<file path="src/rtl/uart_tx_line_arbiter_pkg.sv">
// Shared types and helpers for the line-granular UART TX arbiter.
// States, the newline byte and the packed-byte slicing helper.
package uart_tx_arb_pkg;

    typedef enum logic [1:0] {
        IDLE,
        OWN,
        ISSUE,
        DRAIN
    } state_t;

    localparam int          BYTE_W  = 8;
    localparam int          MAX_REQ = 8;
    localparam logic [7:0]  NEWLINE = 8'h0a;

    function automatic logic [7:0] req_byte(
        input logic [MAX_REQ*BYTE_W-1:0] vec,
        input int unsigned               idx
    );
        return vec[idx*BYTE_W +: BYTE_W];
    endfunction

endpackage

</file>
<file path="src/rtl/uart_tx_line_arbiter_if.sv">
// Requester and serializer signal bundle of the UART TX line arbiter.
// slave = arbiter side, master = requesters plus serializer side.
interface uart_tx_line_arbiter_if
    import uart_tx_arb_pkg::*;
#(
    parameter int N_REQ        = 4,
    parameter int PAYLOAD_BITS = BYTE_W
);
    logic [N_REQ-1:0]              req_valid;
    logic [N_REQ*PAYLOAD_BITS-1:0] req_data;
    logic [N_REQ-1:0]              req_ready;
    logic [PAYLOAD_BITS-1:0]       uart_tx_data;
    logic                          uart_tx_en;
    logic                          uart_tx_busy;
    logic [$clog2(N_REQ)-1:0]      grant_id;
    logic                          grant_active;
    logic                          line_done;

    modport slave (
        input  req_valid,
        input  req_data,
        input  uart_tx_busy,
        output req_ready,
        output uart_tx_data,
        output uart_tx_en,
        output grant_id,
        output grant_active,
        output line_done
    );

    modport master (
        output req_valid,
        output req_data,
        output uart_tx_busy,
        input  req_ready,
        input  uart_tx_data,
        input  uart_tx_en,
        input  grant_id,
        input  grant_active,
        input  line_done
    );

endinterface

</file>
<file path="src/rtl/uart_tx_line_arbiter_rr_picker.sv">
// Rotating-priority picker: first valid index at or after the pointer,
// wrapping modulo N_REQ. Purely combinational.
module rr_picker #(
    parameter int N_REQ = 4
) (
    input  logic [N_REQ-1:0]         req_valid,
    input  logic [$clog2(N_REQ)-1:0] rr_ptr,
    output logic [$clog2(N_REQ)-1:0] pick_idx,
    output logic                     pick_any
);
    localparam int IW = $clog2(N_REQ);

    logic [IW-1:0] w_idx;

    // Scan from farthest to nearest so the nearest valid index wins.
    always_comb begin
        pick_idx = '0;
        w_idx    = '0;
        for (int k = N_REQ - 1; k >= 0; k--) begin
            w_idx = IW'((int'(rr_ptr) + k) % N_REQ);
            if (req_valid[w_idx]) begin
                pick_idx = w_idx;
            end
        end
        pick_any = |req_valid;
    end

endmodule

</file>
<file path="src/rtl/uart_tx_line_arbiter.sv">
// Line-granular arbiter sharing one UART serializer between N requesters.
// Optional owner-idle release is built with `define UART_TX_ARB_TIMEOUT_EN.
module uart_tx_line_arbiter
    import uart_tx_arb_pkg::*;
#(
    parameter int N_REQ        = 4,
    parameter int PAYLOAD_BITS = 8,
    parameter int IDLE_TIMEOUT = 1024
) (
    input  logic                    clk,
    input  logic                    reset,
    uart_tx_line_arbiter_if.slave   bus
);
    localparam int IW = $clog2(N_REQ);

    // Newline detection is a fixed 8-bit compare.
    if (PAYLOAD_BITS != 8) begin : g_bad_width
        $error("uart_tx_line_arbiter: PAYLOAD_BITS must be 8");
    end

    state_t                  r_state;
    state_t                  w_next;
    logic [IW-1:0]           r_rr_ptr;
    logic [IW-1:0]           r_grant_id;
    logic [IW-1:0]           w_rr_next;
    logic [IW-1:0]           w_pick_idx;
    logic                    w_pick_any;
    logic [7:0]              r_last_byte;
    logic [7:0]              w_own_byte;
    logic [MAX_REQ*8-1:0]    w_data_ext;
    logic                    w_own_valid;
    logic                    w_xmit;
    logic                    w_line_end;
    logic                    w_timeout;
    logic                    w_release;

    rr_picker #(
        .N_REQ     (N_REQ)
    ) u_picker (
        .req_valid (bus.req_valid),
        .rr_ptr    (r_rr_ptr),
        .pick_idx  (w_pick_idx),
        .pick_any  (w_pick_any)
    );

    assign w_data_ext  = (MAX_REQ*8)'(bus.req_data);
    assign w_own_byte  = req_byte(w_data_ext, int'(r_grant_id));
    assign w_own_valid = bus.req_valid[r_grant_id];
    assign w_xmit      = (r_state == OWN) && w_own_valid
                         && !bus.uart_tx_busy;
    assign w_line_end  = (r_state == DRAIN) && !bus.uart_tx_busy
                         && (r_last_byte == NEWLINE);
    assign w_rr_next   = (r_grant_id == IW'(N_REQ - 1))
                         ? '0 : r_grant_id + 1'b1;
    assign w_release   = w_line_end || w_timeout;

`ifdef UART_TX_ARB_TIMEOUT_EN
    localparam int TW = $clog2(IDLE_TIMEOUT + 1);

    logic [TW-1:0] r_idle_cnt;

    assign w_timeout = (r_state == OWN) && !w_own_valid
                       && (r_idle_cnt == TW'(IDLE_TIMEOUT - 1));

    // Count owner-idle OWN cycles; any accept or release restarts it.
    always_ff @(posedge clk) begin
        if (reset) begin
            r_idle_cnt <= '0;
        end else if (w_xmit || w_timeout) begin
            r_idle_cnt <= '0;
        end else if ((r_state == OWN) && !w_own_valid) begin
            r_idle_cnt <= r_idle_cnt + 1'b1;
        end
    end
`else
    if (IDLE_TIMEOUT < 1) begin : g_bad_timeout
        $error("uart_tx_line_arbiter: IDLE_TIMEOUT must be positive");
    end

    assign w_timeout = 1'b0;
`endif

    // State register.
    always_ff @(posedge clk) begin
        if (reset) begin
            r_state <= IDLE;
        end else begin
            r_state <= w_next;
        end
    end

    // Next-state logic; ISSUE skips busy to cover its rise latency.
    always_comb begin
        w_next = r_state;
        unique case (r_state)
            IDLE: begin
                if (w_pick_any) begin
                    w_next = OWN;
                end
            end
            OWN: begin
                if (w_xmit) begin
                    w_next = ISSUE;
                end else if (w_timeout) begin
                    w_next = IDLE;
                end
            end
            ISSUE: begin
                w_next = DRAIN;
            end
            DRAIN: begin
                if (!bus.uart_tx_busy) begin
                    w_next = w_line_end ? IDLE : OWN;
                end
            end
            default: begin
                w_next = IDLE;
            end
        endcase
    end

    // Owner, fairness pointer and last-sent byte.
    always_ff @(posedge clk) begin
        if (reset) begin
            r_grant_id  <= '0;
            r_rr_ptr    <= '0;
            r_last_byte <= '0;
        end else begin
            if ((r_state == IDLE) && w_pick_any) begin
                r_grant_id <= w_pick_idx;
            end
            if (w_release) begin
                r_rr_ptr <= w_rr_next;
            end
            if (w_xmit) begin
                r_last_byte <= w_own_byte;
            end
        end
    end

    // Outputs: strobes only on the accept cycle, grant from state.
    always_comb begin
        bus.req_ready    = '0;
        bus.uart_tx_en   = w_xmit;
        bus.uart_tx_data = '0;
        bus.grant_id     = r_grant_id;
        bus.grant_active = (r_state != IDLE);
        bus.line_done    = w_line_end;
        if (w_xmit) begin
            bus.req_ready[r_grant_id] = 1'b1;
            bus.uart_tx_data          = w_own_byte;
        end
    end

endmodule

</file>
<file path="src/flat_wrapper.sv">
// flat-port wrapper written by rule: the top's interface ports become plain ports
module uart_tx_line_arbiter_flat import uart_tx_arb_pkg::*;
#(
    parameter int N_REQ        = 4,
    parameter int PAYLOAD_BITS = 8,
    parameter int IDLE_TIMEOUT = 1024
)
  (clk, reset, bus_req_valid, bus_req_data, bus_uart_tx_busy, bus_req_ready, bus_uart_tx_data, bus_uart_tx_en, bus_grant_id, bus_grant_active, bus_line_done);
  uart_tx_line_arbiter_if #(.N_REQ(N_REQ), .PAYLOAD_BITS(PAYLOAD_BITS)) bus_i ();
  input  logic clk;
  input  logic reset;
  input wire logic [$bits(bus_i.req_valid)-1:0] bus_req_valid;
  input wire logic [$bits(bus_i.req_data)-1:0] bus_req_data;
  input wire logic [$bits(bus_i.uart_tx_busy)-1:0] bus_uart_tx_busy;
  output wire logic [$bits(bus_i.req_ready)-1:0] bus_req_ready;
  output wire logic [$bits(bus_i.uart_tx_data)-1:0] bus_uart_tx_data;
  output wire logic [$bits(bus_i.uart_tx_en)-1:0] bus_uart_tx_en;
  output wire logic [$bits(bus_i.grant_id)-1:0] bus_grant_id;
  output wire logic [$bits(bus_i.grant_active)-1:0] bus_grant_active;
  output wire logic [$bits(bus_i.line_done)-1:0] bus_line_done;
  assign bus_i.req_valid = bus_req_valid;
  assign bus_i.req_data = bus_req_data;
  assign bus_i.uart_tx_busy = bus_uart_tx_busy;
  assign bus_req_ready = bus_i.req_ready;
  assign bus_uart_tx_data = bus_i.uart_tx_data;
  assign bus_uart_tx_en = bus_i.uart_tx_en;
  assign bus_grant_id = bus_i.grant_id;
  assign bus_grant_active = bus_i.grant_active;
  assign bus_line_done = bus_i.line_done;
  uart_tx_line_arbiter #(.N_REQ(N_REQ), .PAYLOAD_BITS(PAYLOAD_BITS), .IDLE_TIMEOUT(IDLE_TIMEOUT)) u_core (.clk(clk), .reset(reset), .bus(bus_i));
endmodule
</file>
<file path="config.mk">
export PLATFORM = sky130hd
export DESIGN_NAME = uart_tx_line_arbiter_flat
export DESIGN_NICKNAME = d
export VERILOG_FILES = /design/src/rtl/uart_tx_line_arbiter_pkg.sv /design/src/rtl/uart_tx_line_arbiter_if.sv /design/src/rtl/uart_tx_line_arbiter_rr_picker.sv /design/src/rtl/uart_tx_line_arbiter.sv /design/src/flat_wrapper.sv
export SDC_FILE = /design/constraint.sdc
export NUM_CORES = 1
export LEC_CHECK = 0
export ABC_AREA = 1
export BUFFER_PORTS_ARGS = -buffer_cell sky130_fd_sc_hd__clkbuf_2
export CAP_MARGIN = 20
export CORE_ASPECT_RATIO = 1.75
export CORE_MARGIN = 2
export CORE_UTILIZATION = 42
export CTS_CLUSTER_SIZE = 20
export DETAILED_ROUTE_END_ITERATION = 12
export MAX_ROUTING_LAYER = met4
export PLACE_DENSITY = 0.76
export SLEW_MARGIN = 20
export SYNTH_ARGS = -nofsm -noshare
export SYNTH_HDL_FRONTEND = slang
export SYNTH_SLANG_ARGS = --single-unit
export TNS_END_PERCENT = 30
</file>
<file path="constraint.sdc">
create_clock -name clk -period 1.13 [get_ports clk]
set_input_delay 0.1695 -clock clk [delete_from_list [all_inputs] [get_ports clk]]
set_output_delay 0.1695 -clock clk [all_outputs]
set_load 0.1 [all_outputs]
</file>
==> run summary, run 1 <==
Switching Fraction = 0.4802
Most common library cells after synthesis = 54 x nand2_1, 29 x inv_1, 27 x nor2_1
CP required = 0.96 ns
Max stage delay on crit path = 0.42 ns
PwrDens = 1595 mW/mm^2
CTS Buf Count = 3
Post-Syn Instances = 205
Critical path class = flip-flop to output port
Router iterations before antenna repair = 4
Pin count of the biggest net entering global routing = 14
Layout Skew = 0.001757 ns
Placed Cells = 311
DPL Wire Length = 3.321 mm
Clock period minus worst slack = 1.767 ns
Async set-reset flop share out of synthesis = 0
Max Cap Viol = 0
Share of cells above drive strength 1 = 0.5372
Syn nets = 251
Cell leakage power = 0.001125 uW
FP Rows = 25
Die H = 75.11 microns
CP Buf/Inv Count = 3
Final setup viols = 31
CORE AREA = 0.002721 sq mm
Antenna cells = 0
Status = complete, but fails checks
Mapped Avg Cell Area = 5.920 sq um
Initial core utilization = 0.4460
Final hold violation count = 0
Gate power share = 0.699
CTS tree = yes
Switch Pwr = 1823 uW
Wirelength per Cell = 16.03 microns
Max-slew headroom = 0.8198
Worst Path Max Fanout = 6
Drt drc = 0
Multi-input gate area = 938.4 sq um
Crit-path slowest cell = dfxtp_4
Antenna violations before repair = 0
Yosys cell types = 22
Total wire length = 5.178 mm
Final worst slack = -0.6365 ns
Max Root-Sink Buffers = 2
Boundary pin count = 56
Port Buf Inserts = 55
Post-synth EDFFs = 0
Yosys top cell area share = 0.2309
Synthesis-to-layout area growth = 96.08%
# fillers = 147
Global-route wire length before repair = 7.210 mm
Final non-filler cell total = 323
Drt initial violations = 63
Cell-internal power = 1973 uW
R2r setup slk = -0.44 ns
Cell Chain, Critical Path = buf_6 -> nand2_4 -> nand3_4 -> nand4_4 -> buf_8 -> nor2_4 -> buf_12
Clock network fraction of total power = 0.128
Post-synthesis cell area = 0.001214 sq mm
Die width = 44.64 microns
Finished Cell Area = 0.002380 sq mm
Crit path launch type = flip-flop
Slew Viols, Final = 0
GR Overflow Total = 0
Sum of negative setup slack = -12.58 ns
Placement Cell Area = 0.002091 sq mm
Clock transition at path regs = 0.06 ns
Post-DRT Antenna Nets = 0
FF+latch count, synth = 14
Data arrival time of the critical path = 1.60 ns
Slew @ Worst Pin = 0.2703 ns
Most common cell in the synthesized netlist = nand2_1
Failing checks = setup timing
Die ar. = 0.003353 sq mm
Hold crit path type = input port to flip-flop
Register area share after synthesis = 0.2309
Root Buffer = clkbuf_8
Worst VDD drop = 1.549 mV
Yosys warns = 0
Highest clock rate = 566.1 MHz
Via count = 1762
CTS Sinks = 14
Worst-skew pair later-pin latency = 0.24 ns
RD Place Congestion = 0.8425
CP endpoint kind = output port
Total track usage = 0.2971
Fin nets = 343
Tcrit/Tclk final = 1.563
Register area = 290.3 sq um
CP delay by family, top = buffers and inverters
Synth area leader = dfxtp_1
Vias in the first global route = 1661
Max H-tree Level = 1
Flop pwr share = 0.173
Number of vias per cell = 5.455
Unrepaired setup endpoints after global routing = true
Ys flop type = dfxtp_1
Area contributors post-synth = dfxtp_1 23%, nand2_1 17%, inv_1 9.0%, nor2_1 8.4%, o21ai_0 8.2%
metrics by stage:
step / hold WS [ns] / total power, uW / util / worst slack (ns)
after global placement: 0.4399 / 2868 / 0.7683 / -0.3229
after CTS: 0.2062 / 3572 / 0.8257 / -0.5970
after floorplan: 0.2386 / 2008 / - / -0.7083
final: 0.2202 / 3795 / 0.8745 / -0.6365
after detailed placement: 0.4488 / 2914 / 0.7683 / -0.3761
after global routing: 0.2415 / 3973 / 0.8745 / -0.7008
layer usage:
layer / track usage / share of wire / up-vias
li1: - / - / 834
met1: 0.2819 / 0.33 / 818
met2: 0.5668 / 0.58 / 90
met3: 0.02878 / 0.045 / 20
met4: 0.1448 / 0.045 / 0
met5: - / 0 / -
layout make-up:
class,count,area share
sequential,14,0.1220
timing repair buffer,93,0.3675
timing repair inverter,1,0.002629
inverter,34,0.07624
clock buffer,4,0.02313
multi-input combinational,150,0.3943
tap,27,0.01420
cell usage in the layout, fill, tap and decap left out, types with 10 or more instances in the layout:
cell type	instances
nand2_2	14
inv_1	19
dfxtp_1	10
o21ai_0	17
clkbuf_2	38
nand2_1	38
buf_12	19
buf_4	28
nor2_1	22
sequential cells by signal, summed over array words and instances, names as in the netlist:
register,count
u_core.bus.grant_id,2
u_core.r_last_byte,8
u_core.r_rr_ptr,2
u_core.r_state,2
repair_timing:
| action | in CTS | in global routing |
|---|---|---|
| gates cloned | 0 | 1 |
| setup buffers | 4 | 3 |
| pin swaps | 1 | 4 |
| endpoints found under the setup margin | 29 | 31 |
| hold buffers | 0 | 0 |
| gates resized for setup | 22 | 26 |
logic make-up after synthesis:
logic type / share of synthesized area
adder cells (fa/ha/maj): 0.07216
AO/OA/AOI/OAI: 0.1876
flip-flops: 0.2309
AND/OR/NAND/NOR: 0.3598
buffers and inverters: 0.1495
worst paths after layout:
path                               start                endpoint  cells past startpoint
setup / recovery  u_core.bus.grant_id[0]        bus_req_ready[3]                      7
hold / removal                     reset  u_core.bus.grant_id[0]                      2
setup reg to reg  u_core.bus.grant_id[0]       u_core.r_state[1]                     10
hold reg to reg    u_core.r_last_byte[2]   u_core.r_last_byte[2]                      2
power groups by stage:
stage,Sequential (uW),Clock (uW),Combinational [uW]
final,658,486,2650
after global routing,666,504,2800
after detailed placement,643,0,2270
after CTS,639,491,2440
after global placement,639,0,2230
after floorplan,711,0,1300
(Power assumes the default switching activity.)
==> run 2: changes to the inputs <==
GPL_TIMING_DRIVEN = 0   (was unset)
==> run summary, run 2 (synthesis gave the netlist of run 1 again) <==
Critical path origin = u_core.bus.grant_id[0]
Via count = 1685
CTS Sinks = 14
Final hold violation count = 0
Cell-internal power = 1731 uW
Global-route wire length before repair = 6.658 mm
GR peak layer = met2
Most frequent cells in the layout = 42 x nand2_1, 38 x clkbuf_2, 20 x nor2_1
Wirelength per Cell = 16.77 microns
CP required = 0.96 ns
# fillers = 162
Largest register FFs = 8
Placed Cells = 287
Max-slew headroom = 0.6094
Clock transition at path regs = 0.06 ns
Crit path launch type = flip-flop
CP endpoint kind = output port
PwrDens = 1542 mW/mm^2
Status = complete, but fails checks
Failing checks = setup timing
Met1 usage = 0.2581
Highest clock rate = 523.9 MHz
Flop pwr share = 0.196
Pin count of the biggest net entering global routing = 12
R2r worst-path depth = 10
Finished Cell Area = 0.002216 sq mm
CTS Buf Count = 3
Worst-skew pair later-pin latency = 0.24 ns
CP Buf/Inv Count = 4
Clock network fraction of total power = 0.142
Commonest non-fill, non-tap cell in the layout = nand2_1
PnR Total Power = 3416 uW
Max H-tree Level = 1
Max Cap Viol = 0
Clock period minus worst slack = 1.909 ns
Boundary pin count = 56
Pre-CTS worst setup slack = -0.8142 ns
CP delay by family, top = buffers and inverters
R2r setup slk = -0.50 ns
Initial core utilization = 0.4460
Final setup viols = 30
Total wire length = 5.082 mm
Final non-filler cell total = 303
Data arrival time of the critical path = 1.74 ns
Worst Hold Path EP = u_core.r_rr_ptr[1]
CORE AREA = 0.002721 sq mm
Switching Fraction = 0.4933
Drt drc = 0
CTS Hold Bufs = 0
Gate power share = 0.662
Tcrit/Tclk final = 1.689
Worst hold stages = 2
Met2 Resource Use GR = 0.5153
Switch Pwr = 1685 uW
Post-DRT Antenna Nets = 0
Cell Chain, Critical Path = buf_6 -> buf_4 -> o21ai_0 -> o22ai_1 -> nand2_2 -> clkinvlp_4 -> clkbuf_16
Cell leakage power = 0.001040 uW
Slew @ Worst Pin = 0.5859 ns
Slew Viols, Final = 0
Share of cells above drive strength 1 = 0.4891
R2R Path Start = u_core.bus.grant_id[0]
Router iterations before antenna repair = 5
Antenna violations before repair = 0
GR Overflow Total = 0
Number of vias per cell = 5.561
Max stage delay on crit path = 0.38 ns
Max Root-Sink Buffers = 2
Final worst slack = -0.7789 ns
Placement Cell Area = 0.001634 sq mm
Crit-path slowest cell = dfxtp_4
Worst VDD drop = 1.234 mV
Fin nets = 323
RD Place Congestion = 0.7919
Fin Hold WS = 0.1322 ns
Antenna cells = 0
Die ar. = 0.003353 sq mm
Unrepaired setup endpoints after global routing = true
Die H = 75.11 microns
Port Buf Inserts = 55
DPL Wire Length = 2.856 mm
Drt initial violations = 80
Critical path class = flip-flop to output port
Met3 GRT Util = 0.03118
Root Buffer = clkbuf_8
Hold crit path type = input port to flip-flop
CTS tree = yes
Layout Skew = 0.001353 ns
Vias in the first global route = 1588
Worst Path Max Fanout = 6
Die width = 44.64 microns
Total track usage = 0.2727
Most flop-heavy register = u_core.r_last_byte
Hold path startpoint = reset
FP Rows = 25
Capturing point of the worst reg2reg path = u_core.r_state[1]
Synthesis-to-layout area growth = 82.58%
==> run 2: cell count changes in the layout (fill, tap and decap cells not counted), moves of 3 or more <==
cell	previous run	this run
nand2_1	38	42
nand2_2	14	11
buf_12	19	0
clkbuf_16	0	15
buf_4	28	11
==> run 2: worst max-delay path by stage <==
stage | end | cells after the start
floorplan | bus_req_ready[0] | 6
CTS | bus_uart_tx_data[5] | 8
global route | bus_uart_tx_data[7] | 7
detailed placement | bus_uart_tx_data[0] | 7
global placement | bus_uart_tx_data[0] | 7
finish | bus_uart_tx_data[7] | 7
==> run 2: power by group through the flow <==
stage / sequential, uW / combinational (uW) / clock [uW]
finish: 668 / 2260 / 486
global route: 681 / 2380 / 510
CTS: 663 / 2100 / 503
detailed placement: 647 / 1670 / 0
global placement: 645 / 1660 / 0
floorplan: 711 / 1300 / 0
==> run 2: through the flow <==
| step | setup TNS [ns] | utilization |
|---|---|---|
| 6_report | -13.91 | 0.8143 |
| 5_1_grt | -15.86 | 0.8143 |
| 4_1_cts | -11.31 | 0.7779 |
| 3_5_place_dp | -12.78 | 0.6005 |
| 3_3_place_gp | -12.46 | 0.6005 |
| 2_1_floorplan | -13.41 | - |
==> run 2: metal layers <==
layer  up-vias  routed length, microns
met4         0                     193
met2        82                    2895
met5         -                       0
li1        796                       -
met3        21                     235
met1       786                    1758
==> run 2: timing repair <==
item	4_1_cts	5_1_grt
pin swaps	8	2
resized for setup	72	18
endpoints found under the setup margin	31	31
gates cloned	1	1
buffers inserted	6	4
==> run 2: area by class of cell <==
cell class / instances / area [sq um] / share of cell area
inverter: 34 / 181.4 / 0.08187
sequential: 14 / 294.0 / 0.1327
timing repair buffer: 66 / 668.1 / 0.3015
tap: 27 / 33.78 / 0.01525
multi-input combinational: 150 / 905.9 / 0.4088
buffer: 7 / 71.32 / 0.03219
clock buffer: 4 / 55.05 / 0.02484
timing repair inverter: 1 / 6.256 / 0.002823
